$ cat src/rtl/sao_stat_eo_acc.sv
// SAO edge-offset statistics accumulator.
// Collects per-category (EO class 1..4) difference sums and pixel counts
// over one CTB/component pass, then hands the totals to the offset-decision
// stage with a valid/ready handshake. Per-pixel category decode lives in
// sao_eo_lane; the top reduces the lanes and runs a small IDLE/ACC/HOLD FSM.

// Per-pixel decode: routes the sign-extended difference to its category slot.
module sao_eo_lane #(
    parameter int diff_clip_bit = 4,
    parameter int SUM_W         = 18
) (
    input  logic signed [diff_clip_bit:0] diff,
    input  logic        [2:0]             cat,
    output logic        [3:0][SUM_W-1:0]  dsum,
    output logic        [3:0]             hit
);

    logic [SUM_W-1:0] diff_ext;

    assign diff_ext = {{(SUM_W-diff_clip_bit-1){diff[diff_clip_bit]}}, diff};

    // Categories 5..7 match no slot and so behave like category 0.
    always_comb begin
        hit  = '0;
        dsum = '0;
        for (int k = 0; k < 4; k++) begin
            hit[k]  = (cat == 3'(k + 1));
            dsum[k] = hit[k] ? diff_ext : '0;
        end
    end

endmodule

module sao_stat_eo_acc #(
    parameter int diff_clip_bit = 4,
    parameter int n_pix         = 4,
    parameter int SUM_W         = 18,
    parameter int CNT_W         = 13
) (
    input  logic                                   clk,
    input  logic                                   arst,
    input  logic                                   en,
    input  logic                                   isWorking_stat_r1,
    input  logic                                   wait_forPre_r1,
    input  logic                                   not_end_r1,
    input  logic signed [n_pix-1:0][diff_clip_bit:0] n_diff_r1,
    input  logic        [n_pix-1:0][2:0]           eo_cat,
    input  logic        [1:0]                      cIdx_r1,
    output logic                                   in_ready,
    output logic                                   out_valid,
    input  logic                                   out_ready,
    output logic signed [3:0][SUM_W-1:0]           sum_o,
    output logic        [3:0][CNT_W-1:0]           cnt_o,
    output logic        [1:0]                      cIdx_o
);

    localparam logic [1:0] S_IDLE = 2'd0;
    localparam logic [1:0] S_ACC  = 2'd1;
    localparam logic [1:0] S_HOLD = 2'd2;

    logic [1:0] state;

    logic [n_pix-1:0][3:0][SUM_W-1:0] lane_sum;
    logic [n_pix-1:0][3:0]            lane_hit;

    logic [3:0][SUM_W-1:0] d_sum;
    logic [3:0][CNT_W-1:0] d_cnt;
    logic [3:0][SUM_W-1:0] acc_sum;
    logic [3:0][CNT_W-1:0] acc_cnt;
    logic [3:0][SUM_W-1:0] nxt_sum;
    logic [3:0][CNT_W-1:0] nxt_cnt;
    logic [1:0]            cidx_r;
    logic                  beat;
    logic                  first;

    genvar gi;
    generate
        for (gi = 0; gi < n_pix; gi++) begin : g_lane
            sao_eo_lane #(
                .diff_clip_bit(diff_clip_bit),
                .SUM_W        (SUM_W)
            ) u_lane (
                .diff(n_diff_r1[gi]),
                .cat (eo_cat[gi]),
                .dsum(lane_sum[gi]),
                .hit (lane_hit[gi])
            );
        end
    endgenerate

    // State-only decodes keep in_ready/out_valid free of input paths.
    assign in_ready  = (state != S_HOLD);
    assign out_valid = (state == S_HOLD);
    assign beat      = en & isWorking_stat_r1 & ~wait_forPre_r1 & in_ready;
    assign first     = (state == S_IDLE);

    // Reduce the lanes into per-category beat deltas.
    always_comb begin
        d_sum = '0;
        d_cnt = '0;
        for (int i = 0; i < n_pix; i++) begin
            for (int k = 0; k < 4; k++) begin
                d_sum[k] = d_sum[k] + lane_sum[i][k];
                d_cnt[k] = d_cnt[k] + CNT_W'(lane_hit[i][k]);
            end
        end
    end

    // First beat of a pass starts from zero so stale totals never leak in.
    always_comb begin
        nxt_sum = '0;
        nxt_cnt = '0;
        for (int k = 0; k < 4; k++) begin
            nxt_sum[k] = (first ? '0 : acc_sum[k]) + d_sum[k];
            nxt_cnt[k] = (first ? '0 : acc_cnt[k]) + d_cnt[k];
        end
    end

    // Pass FSM: IDLE -> ACC on a non-final beat, either -> HOLD on the final beat.
    always_ff @(posedge clk or posedge arst) begin
        if (arst) begin
            state <= S_IDLE;
        end else begin
            case (state)
                S_IDLE, S_ACC: if (beat) state <= not_end_r1 ? S_ACC : S_HOLD;
                S_HOLD:        if (out_ready) state <= S_IDLE;
                default:       state <= S_IDLE;
            endcase
        end
    end

    // Running accumulators; cleared on the final beat so the next pass is clean.
    always_ff @(posedge clk or posedge arst) begin
        if (arst) begin
            acc_sum <= '0;
            acc_cnt <= '0;
        end else if (beat) begin
            if (not_end_r1) begin
                acc_sum <= nxt_sum;
                acc_cnt <= nxt_cnt;
            end else begin
                acc_sum <= '0;
                acc_cnt <= '0;
            end
        end
    end

    // Component captured on the first beat; later cIdx changes are ignored.
    always_ff @(posedge clk or posedge arst) begin
        if (arst) cidx_r <= '0;
        else if (beat && first) cidx_r <= cIdx_r1;
    end

    // Output registers load once per pass and hold through HOLD.
    always_ff @(posedge clk or posedge arst) begin
        if (arst) begin
            sum_o  <= '0;
            cnt_o  <= '0;
            cIdx_o <= '0;
        end else if (beat && !not_end_r1) begin
            sum_o  <= nxt_sum;
            cnt_o  <= nxt_cnt;
            cIdx_o <= first ? cIdx_r1 : cidx_r;
        end
    end

endmodule
$ cat config.mk
export PLATFORM = sky130hd
export DESIGN_NAME = sao_stat_eo_acc
export DESIGN_NICKNAME = d
export VERILOG_FILES = /design/src/rtl/sao_stat_eo_acc.sv
export SDC_FILE = /design/constraint.sdc
export NUM_CORES = 1
export LEC_CHECK = 0
export ABC_CLOCK_PERIOD_IN_PS = 12300
export BUFFER_PORTS_ARGS = -buffer_cell sky130_fd_sc_hd__buf_2
export CORE_AREA = 2 2 242 244
export DETAILED_ROUTE_END_ITERATION = 8
export DIE_AREA = 0 0 244 246
export SLEW_MARGIN = 20
export SYNTH_ARGS = -nofsm -noshare
export SYNTH_HDL_FRONTEND = slang
export SYNTH_SLANG_ARGS = --single-unit
$ cat constraint.sdc
create_clock -name clk -period 12.3 [get_ports clk]
set_input_delay 2.46 -clock clk [delete_from_list [all_inputs] [get_ports clk]]
set_output_delay 2.46 -clock clk [all_outputs]
set_load 0.01 [all_outputs]
---- After elaboration in Yosys (flattened, before gate mapping) ----
Cells that the tools add are included.
operators by class
  add/sub/neg operators ................... 32
  equal/unequal tests ..................... 21
  muxes and demuxes ....................... 31
  bitwise operators ....................... 4
  reduce and logical (&&, ||, !) cells .... 6
operator list
  cell                                                             number
  18-bit 2-to-1 mux                                                20
  18-bit adder                                                     16
  72-bit 2-to-1 mux                                                1
  13-bit by 4-bit adder with 13-bit output                         4
  13-bit 2-to-1 mux                                                4
  52-bit 2-to-1 mux                                                1
  3-bit by 2-bit == test with 1-bit output, second input constant  8
  3-bit by 1-bit adder with 4-bit output                           4
  2-bit by 1-bit adder with 3-bit output                           4
  3-bit by 1-bit == test with 1-bit output, second input constant  4
  3-bit == test, second input constant                             4
  1-bit by 1-bit adder with 2-bit output                           4
  2-bit 2-to-1 mux                                                 4
  2-bit != test, second input constant                             2
  2-bit one-hot mux with 2 select lines                            1
  1-bit AND                                                        3
  2-bit by 1-bit == test with 1-bit output, second input constant  1
  2-bit == test, second input constant                             1
  1-bit logical AND                                                2
  2-bit zero test                                                  1
  2-bit by 1-bit != test with 1-bit output, second input constant  1
  2-bit AND reduction                                              1
  2-bit OR reduction                                               1
  1-bit zero test                                                  1
  1-bit inverter                                                   1
storage, ports and cells
  register bits after elaboration ......... 254
  output and inout bits ................... 128

---- Longest topological paths before layout ----
  depth in word-level cells ............... 7
  gate-level depth with buffers ........... 23
  depth with buffers taken out ............ 19

---- Hierarchy ----
Synthesis repeated with hierarchy kept, for this count alone.
unflattened totals
  cell total of the unflattened synthesis .. 2668
  area, all modules ....................... 23349.9 µm²
by module, submodules not included
  module           times used  cells each  area each (µm²)  sequential area each (µm²)
  sao_stat_eo_acc  1           2340        20547.2          6356.1
  sao_eo_lane      4           82          700.7            0.0

---- Worst setup path before layout ----
No wires, ideal clock.
  kind .................................... in2reg
  start point ............................. input eo_cat[3] (netlist bit)
  end point ............................... register sum_o[69] (netlist bit)
  setup time .............................. 0.125 ns
  arrival ................................. 7.055 ns
  required time ........................... 12.175 ns
  slack ................................... 5.120 ns
  stages on the path ...................... 16
  path buffers ............................ 0
  cell sequence ........................... nor3b_1 nand2_1 inv_1 fa_1 fa_1 inv_1 fa_1 inv_1 ha_1 o211a_1 o31a_1 o41a_1 a21oi_1 o21ai_0 xnor2_1 mux2_2
between the ends
  longest elaborated chain between the ends .. 6
ends and longest elaborated chain
  what                        RTL line  text
  from (decl)                 47        input logic [n_pix-1:0][2:0] eo_cat,
  3-bit == test               27        hit[k] = (cat == 3'(k + 1));
  18-bit 2-to-1 mux           28        dsum[k] = hit[k] ? diff_ext : '0;
  18-bit adder (3 in series)  103       d_sum[k] = d_sum[k] + lane_sum[i][k];
  18-bit adder                114       nxt_sum[k] = (first ? '0 : acc_sum[k]) + d_sum[k];
  to (signal assigned)        161       sum_o <= nxt_sum;
  to (decl)                   52        output logic signed [3:0][SUM_W-1:0] sum_o,
Every way passes these cells.
A chain may end at the register's enable or synchronous reset.

---- Worst setup path in the final report ----
  start point ............................. input eo_cat[3] (netlist bit)
  end point ............................... register sum_o[15] (netlist bit)
between the ends
  longest elaborated chain between the ends .. 6
ends and longest elaborated chain
  what                                      RTL line
  3-bit by 1-bit == test with 1-bit output  27
  18-bit 2-to-1 mux                         28
  18-bit adder (3 in series)                103
  18-bit adder                              114
Every way passes these cells.

==> summary.md <==
| Metric | Value |
|---|---|
| Status | completed |
| Worst-path clk slew | 0.06 ns |
| Yosys top cell area share | 32.01% |
| Detailed-route vias per instance | 5.010 |
| Worst Hold End | acc_cnt[40] |
| Post-DRT Antenna Nets | 0 |
| Power Density | 121.4 mW/mm2 |
| Worst hold path type | reg -> reg |
| Synth Area in Compound Gates | 11.38% |
| Final setup TNS | 0 ns |
| Largest family of logic cells by synthesized area | adder cells |
| Top cells by area, synth | dfrtp_1 (32%), fa_1 (21%), nand2_1 (7.8%) |
| Final period util | 59.89% |
| Number of DRC markers in iteration 0 | 928 |
| CTS tree | done |
| Die ar. | 0.06002 mm2 |
| Largest net degree at the start of global routing | 83 |
| Least-Margin Pin Slew | 1.040 ns |
| Slew Limit Fails | 0 |
| CP Data Arrival Time | 7.80 ns |
| Final critical-path setup slack | 4.933 ns |
| Worst EP required | 12.73 ns |
| End of the worst register-to-register path | sum_o[35] |
| Total track usage | 19.18% |
| Reg2Reg Depth | 18 |
| Post-Place Setup Slack | 4.314 ns |
| Seq cells post-synth | 254 |
| Post-synthesis adder-cell area fraction | 26.17% |
| Endpoints failing setup | 0 |
| Synth-to-Final Area Change | 14.44% |
| Nets | 2598 |
| Post-Syn Area | 0.01985 mm2 |
| Tmin final | 7.367 ns |
| Max Clock Freq | 135.7 MHz |
| Distinct cells, synth | 60 |
| DRC | 0 |
| Share of layout cells above drive strength 1 | 12.16% |
| Core Footprint | 0.05737 mm2 |
| Worst reg2reg path startpoint | state[1] |
| XOR/XNOR share of the synthesized area | 5.558% |
| Setup Buffers After CTS | 0 |
| Max IR drop VDD | 0.08228 mV |
| Length of the first detailed-routing pass in iterations | 7 |
| Post-Synthesis Cells | 2126 |
| Post-synthesis mux area share | 1.349% |
| Commonest cells post-synth | nand2_1 (413), inv_1 (282), dfrtp_1 (254) |
| Pleak | 0.01155 uW |
| Synth area leader | dfrtp_1 |
| Met2 global-route usage | 31.28% |
| Routed WL per cell | 18.40 um |
| Net count after synthesis | 2455 |
| Global route overflow | 0 |
| Inserted Clock Buffers | 35 |
| Post-synth ARST share | 100.0% |
| I/O pin cnt | 169 |
| Top Usage Layer GRT | met2 |
| Initial Util | 34.61% |
| Hold path depth | 2 |
| Final Hold Violating Endpoints | 0 |
| Root Buffer | clkbuf_16 |
| Post-Route WL | 56400 um |
| # port buffers | 168 |
| Post-CTS Hold Fix Bufs | 0 |
| H-Tree Depth | 2 |
| Hpwl dp | 41090 um |
| Mean Syn Cell Area | 9.339 um2 |
| Yosys warns | 0 |
| Vias in the first global route | 16110 |
| R2R Setup Slk | 6.33 ns |
| Gp weighted congestion | 0.9137 |
| Crit path max fanout | 12 |
| Worst hold start | acc_cnt[40] |
| Maxcap violations | 0 |
| Post-CTS sizing | 0 |
| Count leader, synth | nand2_1 |
| Antenna violations before repair | 9 |
| Relative slew slack | 30.50% |
| Seq/Total Area, Yosys | 32.01% |
| Die Height | 246 um |
| Critical path class | in -> reg |
| Site Rows | 88 |
| Clk sinks | 254 |
| RSZ-0062 raised after global routing | no |
| First-pass GRT wire length | 90260 um |
| Most used DFF post-synth | dfrtp_1 |
| Longest Clk Path Bufs | 3 |
| Simple-Gate Fraction of Synth Area | 16.70% |
| Startpoint Class | input port |
| Clock latency on the worst-skew pair | 0.56 ns |
| Die width | 244 um |
| Vias | 15360 |
| Routing usage on met1 | 25.23% |
| Clock Skew | 0.01518 ns |
| Global routing usage on met3 | 4.521% |
| EDFF count, synth | 0 |
| Setup crit end kind | flip-flop |
==> stage by stage <==
stage | std cells | util, % | total power (uW) | hold slack, ns | area (um2)
after global routing | 3061 | 39.59 | 2925 | 0.4829 | 22710
after CTS | 3059 | 39.58 | 2805 | 0.4606 | 22710
after global placement | 2997 | 37.52 | 1713 | 0.4420 | 21520
after detailed placement | 2997 | 37.52 | 1730 | 0.4478 | 21520
final | 3065 | 39.61 | 2758 | 0.4565 | 22720
after floorplan | 2126 | - | 1470 | 0.4304 | 19850
==> cells in the final DEF, fill, tap and decap left out, drive strengths merged, types with 4 or more instances in the layout <==
master  count
nand2     413
inv       285
dfrtp     254
fa        212
buf       184
o21ai     162
and2      101
xnor2      81
ha         76
nor2       55
clkbuf     50
a21oi      46
xor2       45
a22o       40
nand3      38
o31ai      37
and3       24
nor2b      22
mux2       19
o21a       15
nor3b      13
a21o       12
a31oi      12
nor3        9
nand4       8
or3         7
nand2b      7
diode       6
and4        6
clkinv      6
a211oi      5
mux2i       5
o22ai       4
a31o        4
==> worst max-delay path, cell delays in order <==
cell and delay (ns):
buf_2 0.10, nor2b_1 0.62, nand3b_1 0.30, inv_1 0.65, fa_1 0.56, fa_1 0.52
inv_1 0.06, fa_1 0.50, inv_1 0.05, ha_1 0.34, a21o_1 0.20, a221o_1 0.33
and2_1 0.18, nor3_1 0.31, o21ai_0 0.17, xor2_1 0.18, mux2_2 0.27
==> routing by layer <==
metal  up-vias  wire length [um]
met5         -                63
met4        10              1727
met3       103              4138
met2       440             26130
met1      7673             24340
li1       7129                 -
==> worst max path at each step <==
stage	slack, ns	cells past startpoint	from	end
6_report	4.93	17	eo_cat[3]	sum_o[15]
5_1_grt	4.60	17	eo_cat[3]	sum_o[15]
4_1_cts	4.89	17	eo_cat[3]	sum_o[15]
3_5_place_dp	4.31	17	eo_cat[3]	sum_o[15]
3_3_place_gp	4.31	18	eo_cat[4]	sum_o[71]
2_1_floorplan	2.85	1	arst	acc_cnt[0]
==> layout make-up <==
class                           instances  area (um2)
Tap cell                              765       957.2
Clock inverter                         12       180.2
Fill cell                            5688       34640
Multi-Input combinational cell       1512       12180
Antenna cell                            6       15.01
Inverter                              282        1066
Clock buffer                           50        1002
Timing Repair Buffer                  184       960.9
Sequential cell                       254        6356
==> flip-flops by register name, summed over array words and instances, names as in the netlist <==
signal / flops
acc_sum: 72
acc_cnt: 52
cIdx_o: 2
cnt_o: 52
sum_o: 72
cidx_r: 2
state: 2
==> report_power, final <==
part | switching [uW] | internal [uW]
Sequential | 69.0 | 954
Combinational | 421 | 262
Clock | 416 | 637
==> logic make-up after synthesis <==
logic type	after synthesis
buffers and inverters	360
XOR/XNOR	126
flip-flops	254
AO/OA/AOI/OAI	360
adder cells (fa/ha/maj)	288
AND/OR/NAND/NOR	714
multiplexers	24
No activity file was read; power rests on OpenSTA's default activity.
